[src/rtl/axil_slv_regfile.sv]
// axil_slv_regfile: AXI4-Lite slave register file, DEPTH x 32-bit words.
// Rev 1.0 - independent read/write FSMs, byte strobes, SLVERR on out-of-range.
`default_nettype none

module axil_slv_regfile #(
  parameter int ADDR_W = 8,
  parameter int DEPTH  = 16
) (
  input  logic              aclk,
  input  logic              aresetn,

  input  logic [ADDR_W-1:0] s_axi_awaddr,
  input  logic [2:0]        s_axi_awprot,
  input  logic              s_axi_awvalid,
  output logic              s_axi_awready,

  input  logic [31:0]       s_axi_wdata,
  input  logic [3:0]        s_axi_wstrb,
  input  logic              s_axi_wvalid,
  output logic              s_axi_wready,

  output logic [1:0]        s_axi_bresp,
  output logic              s_axi_bvalid,
  input  logic              s_axi_bready,

  input  logic [ADDR_W-1:0] s_axi_araddr,
  input  logic [2:0]        s_axi_arprot,
  input  logic              s_axi_arvalid,
  output logic              s_axi_arready,

  output logic [31:0]       s_axi_rdata,
  output logic [1:0]        s_axi_rresp,
  output logic              s_axi_rvalid,
  input  logic              s_axi_rready
);

  localparam int              IDX_W       = ADDR_W - 2;
  localparam logic [IDX_W:0]  DEPTH_V     = (IDX_W + 1)'(DEPTH);
  localparam logic [1:0]      RESP_OKAY   = 2'b00;
  localparam logic [1:0]      RESP_SLVERR = 2'b10;

  typedef enum logic [0:0] {W_IDLE = 1'b0, W_RESP = 1'b1} wstate_t;
  typedef enum logic [0:0] {R_IDLE = 1'b0, R_DATA = 1'b1} rstate_t;

  logic [31:0] mem [DEPTH];

  // Ready outputs stay low until the first edge after reset release.
  logic init_done;

  wstate_t          w_state, w_next;
  logic             aw_done, w_done;
  logic [IDX_W-1:0] aw_idx_q;
  logic [31:0]      wdata_q;
  logic [3:0]       wstrb_q;
  logic             aw_hs, w_hs, commit;
  logic [IDX_W-1:0] wr_idx;
  logic [31:0]      wr_data;
  logic [3:0]       wr_strb;
  logic             wr_in_range;

  rstate_t          r_state, r_next;
  logic             ar_hs;
  logic [IDX_W-1:0] rd_idx;
  logic             rd_in_range;
  logic [31:0]      rd_word;

  logic unused_ok;
  assign unused_ok = ^{s_axi_awprot, s_axi_arprot, s_axi_awaddr[1:0], s_axi_araddr[1:0]};

  // ---------------------------------------------------------------- write path
  assign s_axi_awready = init_done && (w_state == W_IDLE) && !aw_done;
  assign s_axi_wready  = init_done && (w_state == W_IDLE) && !w_done;
  assign s_axi_bvalid  = (w_state == W_RESP);

  assign aw_hs = s_axi_awvalid && s_axi_awready;
  assign w_hs  = s_axi_wvalid  && s_axi_wready;

  assign wr_idx      = aw_done ? aw_idx_q : s_axi_awaddr[ADDR_W-1:2];
  assign wr_data     = w_done  ? wdata_q  : s_axi_wdata;
  assign wr_strb     = w_done  ? wstrb_q  : s_axi_wstrb;
  assign wr_in_range = {1'b0, wr_idx} < DEPTH_V;

  always_comb begin
    w_next = w_state;
    commit = 1'b0;
    case (w_state)
      W_IDLE: begin
        if ((aw_hs || aw_done) && (w_hs || w_done)) begin
          commit = 1'b1;
          w_next = W_RESP;
        end
      end
      W_RESP: begin
        if (s_axi_bready) w_next = W_IDLE;
      end
      default: w_next = W_IDLE;
    endcase
  end

  always_ff @(posedge aclk or negedge aresetn) begin
    if (!aresetn) begin
      init_done   <= 1'b0;
      w_state     <= W_IDLE;
      aw_done     <= 1'b0;
      w_done      <= 1'b0;
      aw_idx_q    <= '0;
      wdata_q     <= '0;
      wstrb_q     <= '0;
      s_axi_bresp <= RESP_OKAY;
    end else begin
      init_done <= 1'b1;
      w_state   <= w_next;
      if (commit) begin
        aw_done     <= 1'b0;
        w_done      <= 1'b0;
        s_axi_bresp <= wr_in_range ? RESP_OKAY : RESP_SLVERR;
      end else begin
        if (aw_hs) begin
          aw_done  <= 1'b1;
          aw_idx_q <= s_axi_awaddr[ADDR_W-1:2];
        end
        if (w_hs) begin
          w_done  <= 1'b1;
          wdata_q <= s_axi_wdata;
          wstrb_q <= s_axi_wstrb;
        end
      end
    end
  end

  always_ff @(posedge aclk or negedge aresetn) begin
    if (!aresetn) begin
      for (int i = 0; i < DEPTH; i++) mem[i] <= '0;
    end else if (commit && wr_in_range) begin
      for (int i = 0; i < DEPTH; i++) begin
        if (wr_idx == IDX_W'(i)) begin
          for (int b = 0; b < 4; b++) begin
            if (wr_strb[b]) mem[i][8*b +: 8] <= wr_data[8*b +: 8];
          end
        end
      end
    end
  end

  // ----------------------------------------------------------------- read path
  assign s_axi_arready = init_done && (r_state == R_IDLE);
  assign s_axi_rvalid  = (r_state == R_DATA);

  assign ar_hs       = s_axi_arvalid && s_axi_arready;
  assign rd_idx      = s_axi_araddr[ADDR_W-1:2];
  assign rd_in_range = {1'b0, rd_idx} < DEPTH_V;

  always_comb begin
    rd_word = '0;
    for (int i = 0; i < DEPTH; i++) begin
      if (rd_idx == IDX_W'(i)) rd_word = mem[i];
    end
  end

  always_comb begin
    r_next = r_state;
    case (r_state)
      R_IDLE:  if (ar_hs) r_next = R_DATA;
      R_DATA:  if (s_axi_rready) r_next = R_IDLE;
      default: r_next = R_IDLE;
    endcase
  end

  // mem is sampled before any same-edge commit lands, so a colliding read sees old data.
  always_ff @(posedge aclk or negedge aresetn) begin
    if (!aresetn) begin
      r_state     <= R_IDLE;
      s_axi_rdata <= '0;
      s_axi_rresp <= RESP_OKAY;
    end else begin
      r_state <= r_next;
      if (ar_hs) begin
        s_axi_rdata <= rd_in_range ? rd_word : 32'h0;
        s_axi_rresp <= rd_in_range ? RESP_OKAY : RESP_SLVERR;
      end
    end
  end

endmodule

`default_nettype wire
[config.mk]
export PLATFORM = sky130hd
export DESIGN_NAME = axil_slv_regfile
export DESIGN_NICKNAME = d
export VERILOG_FILES = /design/src/rtl/axil_slv_regfile.sv
export SDC_FILE = /design/constraint.sdc
export NUM_CORES = 1
export LEC_CHECK = 0
export ABC_CLOCK_PERIOD_IN_PS = 2800
export CORE_UTILIZATION = 55
export DETAILED_ROUTE_END_ITERATION = 7
export GPL_ROUTABILITY_DRIVEN = 0
export PLACE_DENSITY = 0.77
export REMOVE_ABC_BUFFERS = 1
export SYNTH_ARGS = -nofsm -noshare
export SYNTH_HDL_FRONTEND = slang
export SYNTH_SLANG_ARGS = --single-unit
[constraint.sdc]
create_clock -name aclk -period 2.8 [get_ports aclk]
set_input_delay 0.84 -clock aclk [delete_from_list [all_inputs] [get_ports aclk]]
set_output_delay 0.84 -clock aclk [all_outputs]
set_load 0.005 [all_outputs]
Word level (Yosys, flattened, before mapping)
Cells that the tools add are included.
- register bits: 595
- output and inout bits: 41
- logic and storage cells: 226
- $lt $le $gt $ge: 2
- equality and inequality tests: 30
- muxes and demuxes: 33
- bitwise operators: 3
- reduce and logical (&&, ||, !) cells: 83
- operators with widths (kind ; count):
    $mux 32 ; 18
    $reduce_and 3->1 ; 64
    $eq 6x4->1 const B ; 16
    $eq 6x3->1 const B ; 8
    $eq 6x2->1 const B ; 4
    $eq 6x1->1 const B ; 2
    $logic_not 6->1 ; 2
    $lt 6x5->1 const B ; 2
    $logic_and 1x1->1 ; 9
    $mux 1 ; 9
    $mux 6 ; 1
    $mux 2 ; 2
    $mux 4 ; 1
    $pmux 1 s2 ; 2
    $reduce_and 2->1 ; 2
    $reduce_bool 2->1 ; 2
    $not 1->1 ; 3
    $logic_not 1->1 ; 2
    $logic_or 1x1->1 ; 2

Depth between registers and ports, before layout
Gate-level depths: netlist (run 1).
- word-level depth: 18
- mapped depth: 8
- mapped depth without buffers: 5

Worst setup path before layout (run 1)
OpenSTA, ideal clock, no wires.
- path type: input port to flip-flop
- start: input port s_axi_awaddr[7]
- end: register mem[120] (netlist name)
- library setup time: 0.125 ns
- arrival: 2.945 ns
- required time: 2.675 ns
- slack: -0.269 ns
- stages: 7
- cell sequence: or3_1 -> buf_2 -> a2111oi_4 -> nand2_4 -> buf_8 -> nor2_8 -> mux2_2
- cells in the longest elaborated chain, start to end: 4
- RTL lines (item ; line ; RTL):
    start, declared ; 12 ; input logic [ADDR_W-1:0] s_axi_awaddr,
    $mux 6 (*) ; 78 ; assign wr_idx = aw_done ? aw_idx_q : s_axi_awaddr[ADDR_W-1:2];
    $lt 6x5->1 ; 81 ; assign wr_in_range = {1'b0, wr_idx} < DEPTH_V;
    $logic_and 1x1->1 ; 134 ; end else if (commit && wr_in_range) begin
    $reduce_and 3->1 (no line) (*) ; - ;
    end signal, assigned by index ; 138 ; if (wr_strb[b]) mem[i][8*b +: 8] <= wr_data[8*b +: 8];
    end, declared ; 45 ; logic [31:0] mem [DEPTH];
Mark *: on every way between the ends. The rest lies on a longest branch, timed or not.
A chain may end at the register's enable or synchronous reset.

Final worst setup path (run 1)
- start: input port s_axi_araddr[4]
- end: register s_axi_rdata[7]
- cells in the longest elaborated chain, start to end: 18
- RTL lines (item ; line ; RTL):
    start, declared ; 26 ; input logic [ADDR_W-1:0] s_axi_araddr,
    $logic_not 6->1 ; 156 ; if (rd_idx == IDX_W'(i)) rd_word = mem[i];
    $mux 32 (16 in a row) ; 156 ;
    $mux 32 (*) ; 178 ; s_axi_rdata <= rd_in_range ? rd_word : 32'h0;
    end signal, assigned ; 178 ;
    end, declared ; 31 ; output logic [31:0] s_axi_rdata,
Marks and branches as above.

==> flow_summary.toml, run 1 <==
[sta]
finalCritPeriodShare_pct = 100
worst_slack_ps = -8.78
setup_viol = 1
slew_violations = 0
period_needed_ps = 2810
slew_headroom_pct = 49.9
worst_slew_pin_slew_ps = 750
max_freq_mhz = 356
clock_skew_ps = 19.0
final_hold_viol_count = 0

[cts]
cts_hold_buf = 0
numCtsBuffers = 60
clkTransAtPathRegs_ps = 60
h-tree-depth = 2
clock_latency_ps = 630
clock_sinks = 593
cts_root_buf = "clkbuf_16"
cts_max_path_buffers = 3
cts_tree = "built"
postCtsSetupBuffers = 0

[floorplan]
rows = 82
fp.dieH_um = 228
floorplan.initialDensity_pct = 55.8
die_w_um = 228
io_pins = 106
die_area_um2 = 51800
core_um2 = 50200

[placement]
post-dp-hpwl_um = 57400
io_buffer_count = 93

[setup_path]
r2r_slack_ps = 90
endpoint_kind = "register"
worst-setup-path-type = "input pin to register"
critPathLaunchType = "input pin"
arrival_ps = 3360
r2r_end = "mem[284]"
timing.rr.start = "aw_done"
crit_start = "s_axi_araddr[4]"
cp_max_fo = 6
rr_worst_depth = 7
cp_data_required_time_ps = 3350

[route]
vias_per_cell = 6.38
wl_um = 81400
num_vias = 19600
wl_per_cell_um = 26.5
drtAntennaViolNets = 0
first_pass_iters = 5
drt_iter0_drc = 1806
drcViolationCount = 0

[global_route]
grt_max_degree = 80
antenna_found_initial = 1
overflow = 0
grt_pass1_vias = 20800
grt_pass1_wl_um = 126000
globalRouteTotalUtil_pct = 32.5

[synthesis]
ys_ff_latch = 593
yosysSeqAreaShare_pct = 53.0
synth_edf_count = 0
ys.flop_type = "dfrtp_1"
synth_cell_types = 75
netlist_area_um2 = 28000
yosysWarnings = 0
synthArstFlopShare_pct = 100
synth_cells = 2030
postSynthAreaPerCell_um2 = 13.8

[layout]
nNetsFinal = 2422
synthToLayoutAreaGrowth_pct = 23.4
fin_util_pct = 68.8
diodes = 0
drive_gt1_share_pct = 46.2
fill_cells = 3434
multi_input_area_um2 = 12700
ff_latch_area_um2 = 14800

[outcome]
outcome = "finished with violations"
violations = "negative setup slack"

[power_and_ir_drop]
netSwitchingPower_w = 0.00610
clkPwrFrac_pct = 36.4
total_power_w = 0.0220
leakage_nw = 17.1
p_comb_share_pct = 18.0
internal_power_w = 0.0159
powerDensity_nw_per_um2 = 637
irDropWorstVdd_v = 0.000500
netSwitchingFraction_pct = 27.8
power_frac_seq_pct = 45.6

[min_path]
hold_path.class = "input pin to async pin"

[run]
max_cap_violations = 0
how the worst max path moves through the flow:
stage	slack (ps)	depth (start not counted)	endpoint
final	-9	6	s_axi_rdata[7]
after global placement	-780	6	s_axi_rdata[7]
after detailed placement	-780	6	s_axi_rdata[7]
after CTS	10	10	s_axi_rdata[7]
after global routing	-0.2	9	mem[431]
after floorplan	-1370	5	s_axi_rdata[7]
cell usage in the layout, fill, tap and decap left out, drive strengths merged, types with 9 or more instances in the layout:
| master | Yosys | routed |
|---|---|---|
| o221ai | 34 | 34 |
| clkbuf | 108 | 96 |
| a221oi | 19 | 19 |
| clkdlybuf4s50 | 0 | 88 |
| inv | 12 | 14 |
| mux2i | 25 | 25 |
| a22oi | 54 | 54 |
| dfrtp | 593 | 593 |
| clkinv | 1 | 10 |
| buf | 23 | 305 |
| o2bb2ai | 9 | 9 |
| a21oi | 32 | 32 |
| nor2b | 10 | 10 |
| nor2 | 94 | 94 |
| nand3 | 27 | 27 |
| mux2 | 614 | 614 |
| and2 | 9 | 9 |
| nand2 | 70 | 70 |
| o22ai | 25 | 25 |
| o21ai | 44 | 44 |
| mux4 | 30 | 30 |
| a211oi | 19 | 19 |
| a22o | 24 | 24 |
| nor3 | 30 | 30 |
per-layer routing:
metal  vias to the layer above  wire length (um)  track usage, %
li1                       8315                 -               -
met1                     10200             32600            43.3
met2                       910             39200            52.5
met3                       202              6450            5.81
met4                         0              3170            13.7
met5                         -                 0               0
what timing repair did:
action                                  in CTS  in global routing
resized for setup                            4                 17
endpoints found under the setup margin       5                 71
pin swaps                                    0                  1
worst max-delay path, cell delays in order:
cell and delay, ps:
clkdlybuf4s50_1 550, or4b_2 870, buf_4 210, o311ai_1 440, o221ai_1 260, a31oi_1 180
Yosys cell counts (8+ instances only):
master | count | area share [%]
o22ai_1 | 25 | 0.56
nand3_1 | 27 | 0.48
inv_1 | 12 | 0.16
a21oi_1 | 32 | 0.57
o2bb2ai_1 | 9 | 0.28
nor2b_1 | 10 | 0.22
mux2_1 | 32 | 1.3
mux2_2 | 574 | 23
o21ai_0 | 40 | 0.72
nor2_1 | 29 | 0.39
nor2_2 | 23 | 0.51
nand2_1 | 66 | 0.89
a22o_1 | 24 | 0.75
o211ai_1 | 8 | 0.21
clkbuf_1 | 108 | 1.4
mux2_4 | 8 | 0.43
o221ai_1 | 34 | 1.1
nor3_1 | 30 | 0.54
a211oi_1 | 19 | 0.51
a22oi_1 | 54 | 1.4
nor2_8 | 40 | 2.9
and2_1 | 8 | 0.18
dfrtp_1 | 593 | 53
a221oi_1 | 19 | 0.59
mux2i_1 | 25 | 0.89
buf_1 | 13 | 0.17
a32oi_1 | 8 | 0.25
mux4_2 | 30 | 2.4
logic make-up (layout without fill, tap and decap cells):
| kind of cell | after synthesis | count (layout) | share of synthesized area (%) |
|---|---|---|---|
| AO/OA/AOI/OAI | 340 | 340 | 9.17 |
| flip-flops | 593 | 593 | 53.0 |
| buffers and inverters | 144 | 518 | 2.15 |
| XOR/XNOR | 2 | 2 | 0.0626 |
| multiplexers | 669 | 669 | 28.1 |
| AND/OR/NAND/NOR | 280 | 280 | 7.45 |
| other | 2 | 3 | 0.0268 |
power by group through the flow:
stage	clock, W	combinational (W)	sequential [W]
6_report	0.00799	0.00396	0.0100
5_1_grt	0.00837	0.00423	0.0101
4_1_cts	0.00808	0.00391	0.0100
3_5_place_dp	0	0.00388	0.0102
3_3_place_gp	0	0.00372	0.0101
2_1_floorplan	0	0.00211	0.0101
flip-flops by register name, summed over array words and instances, names as in the netlist, 4 cells and up:
signal       cells
aw_idx_q         6
mem            512
s_axi_rdata     32
wdata_q         32
wstrb_q          4
metrics by stage:
step	TNS [ps]	setup slack (ps)	hold slack (ps)	cells	instance area, um^2
floorplan	-278630	-1370	450	1900	27400
global placement	-266490	-784	459	2967	32500
detailed placement	-281300	-783	472	2967	32500
CTS	0	12.4	164	3077	34500
global route	-0.229	-0.229	185	3077	34500
finish	-8.78	-8.78	159	3077	34500
final cells by class:
| cell class | instances | share of cell area (%) |
|---|---|---|
| clock buffers | 96 | 5.32 |
| clock inverters | 14 | 0.377 |
| inverters | 13 | 0.141 |
| multi-input cells | 1294 | 36.6 |
| flip-flops and latches | 593 | 43.0 |
| well taps | 672 | 2.43 |
| repair buffers | 395 | 12.1 |
Power figures use the tool's default switching activity.
==> run 2: changes to the inputs <==
--- a/config.mk
+++ b/config.mk
@@ -7,6 +7,7 @@
 export LEC_CHECK = 0
 export ABC_CLOCK_PERIOD_IN_PS = 2800
 export CORE_UTILIZATION = 55
+export CTS_CLUSTER_SIZE = 10
 export DETAILED_ROUTE_END_ITERATION = 7
 export GPL_ROUTABILITY_DRIVEN = 0
 export PLACE_DENSITY = 0.77
==> flow_summary.toml, run 2 (synthesized netlist as in run 1, its figures left out) <==
[outcome]
outcome = "finished with violations"
violations = "negative setup slack"

[run]
max_cap_violations = 0

[placement]
post-dp-hpwl_um = 57400
io_buffer_count = 93
dp_slack_ps = -783

[sta]
finalCritPeriodShare_pct = 101
tns_ps = -35.9
clock_skew_ps = 16.2
slew_violations = 0
setup_viol = 1
slew_headroom_pct = 51.8
rsz0062_at_grt = "yes"
max_freq_mhz = 353
period_needed_ps = 2840
worst_slew_pin_slew_ps = 721
worst_slack_ps = -35.9
final_hold_viol_count = 0

[route]
num_vias = 19700
first_pass_iters = 5
wl_um = 81300
wl_per_cell_um = 26.6
drt_iter0_drc = 1597
vias_per_cell = 6.46
drtAntennaViolNets = 0
drcViolationCount = 0

[floorplan]
floorplan.initialDensity_pct = 55.8
core_um2 = 50200
die_area_um2 = 51800
rows = 82
die_w_um = 228
fp.dieH_um = 228
io_pins = 106

[min_path]
hold_path.class = "input pin to async pin"

[power_and_ir_drop]
leakage_nw = 17.0
irDropWorstVdd_v = 0.000474
powerDensity_nw_per_um2 = 638
total_power_w = 0.0220

[setup_path]
critPathLaunchType = "input pin"
endpoint_kind = "register"
cp_max_fo = 6
cp_data_required_time_ps = 3310
rr_worst_depth = 8
crit_start = "s_axi_araddr[4]"
worst-setup-path-type = "input pin to register"
timing.rr.start = "aw_done"
arrival_ps = 3350

[layout]
mostFrequentLayoutCells = "dfrtp_1, mux2_2, buf_4"
layout_commonest_cell = "dfrtp_1"
top_register = "mem"
largest_reg_flops = 512
fin_util_pct = 68.8
diodes = 0
synthToLayoutAreaGrowth_pct = 23.3
top_regs = "mem (512), s_axi_rdata (32), wdata_q (32)"
drive_gt1_share_pct = 46.0
nNetsFinal = 2432

[global_route]
grt_max_degree = 80
grt_pass1_wl_um = 126000
globalRouteTotalUtil_pct = 32.6
antenna_found_initial = 1
overflow = 0
grt_pass1_vias = 20900

[cts]
h-tree-depth = 3
numCtsBuffers = 70
postCtsSetupBuffers = 0
clock_sinks = 593
clkTransAtPathRegs_ps = 50
clock_latency_ps = 600
cts_max_path_buffers = 3
cts_tree = "built"
cts_root_buf = "clkbuf_16"
run 2: cell types whose count changed in the layout (fill, tap and decap cells not counted), sizes merged:
| cell | previous run | this run |
|---|---|---|
| bufinv | 2 | 0 |
| clkbuf | 96 | 85 |
| clkinv | 10 | 1 |
| clkinvlp | 1 | 0 |
| inv | 14 | 12 |
run 2: what timing repair did:
action / CTS / global route
setup endpoints to repair: 4 / 167
hold buffers: 0 / 0
pin swaps: 0 / 2
gates resized for setup: 2 / 22
run 2: report_power, final:
| group | leakage, nW | total [W] | internal [W] | switching, W |
|---|---|---|---|---|
| Sequential | 8.18 | 0.0100 | 0.00951 | 0.000526 |
| Combinational | 7.91 | 0.00396 | 0.00173 | 0.00222 |
| Clock | 0.944 | 0.00802 | 0.00474 | 0.00329 |
run 2: critical path, stage by stage:
cell	delay, ps
clkdlybuf4s50_1	540
or4b_2	870
buf_4	210
o311ai_1	450
o221ai_1	230
a31oi_1	190
run 2: routing by layer:
layer / part of all wire (%) / GRT usage, % / up-vias
li1: - / - / 8302
met1: 40 / 42.9 / 10300
met2: 48 / 52.8 / 894
met3: 7.6 / 6.22 / 223
met4: 4.2 / 14.4 / 2
met5: 0.016 / 0 / -
run 2: worst paths after layout:
check                                  to  slack, ps
setup / recovery           s_axi_rdata[7]        -40
hold / removal                wdata_q[20]        190
setup reg to reg                 mem[509]        110
hold reg to reg            s_axi_bresp[1]        490
max in group asynchronous     wdata_q[29]       1720
min in group aclk          s_axi_bresp[1]        490
run 2: per-stage QoR:
| stage | instance area (um^2) | instances | hold slack [ps] |
|---|---|---|---|
| 2_1_floorplan | 27400 | 1900 | 450 |
| 3_3_place_gp | 32500 | 2967 | 459 |
| 3_5_place_dp | 32500 | 2967 | 472 |
| 4_1_cts | 34400 | 3052 | 202 |
| 5_1_grt | 34500 | 3052 | 217 |
| 6_report | 34500 | 3052 | 185 |
run 2: final cells by class:
class	instances	area [um^2]
fillers	3428	15700
flip-flops and latches	593	14800
multi-input cells	1294	12700
repair buffers	395	4190
clock buffers	85	1920
well taps	672	841
inverters	13	48.8
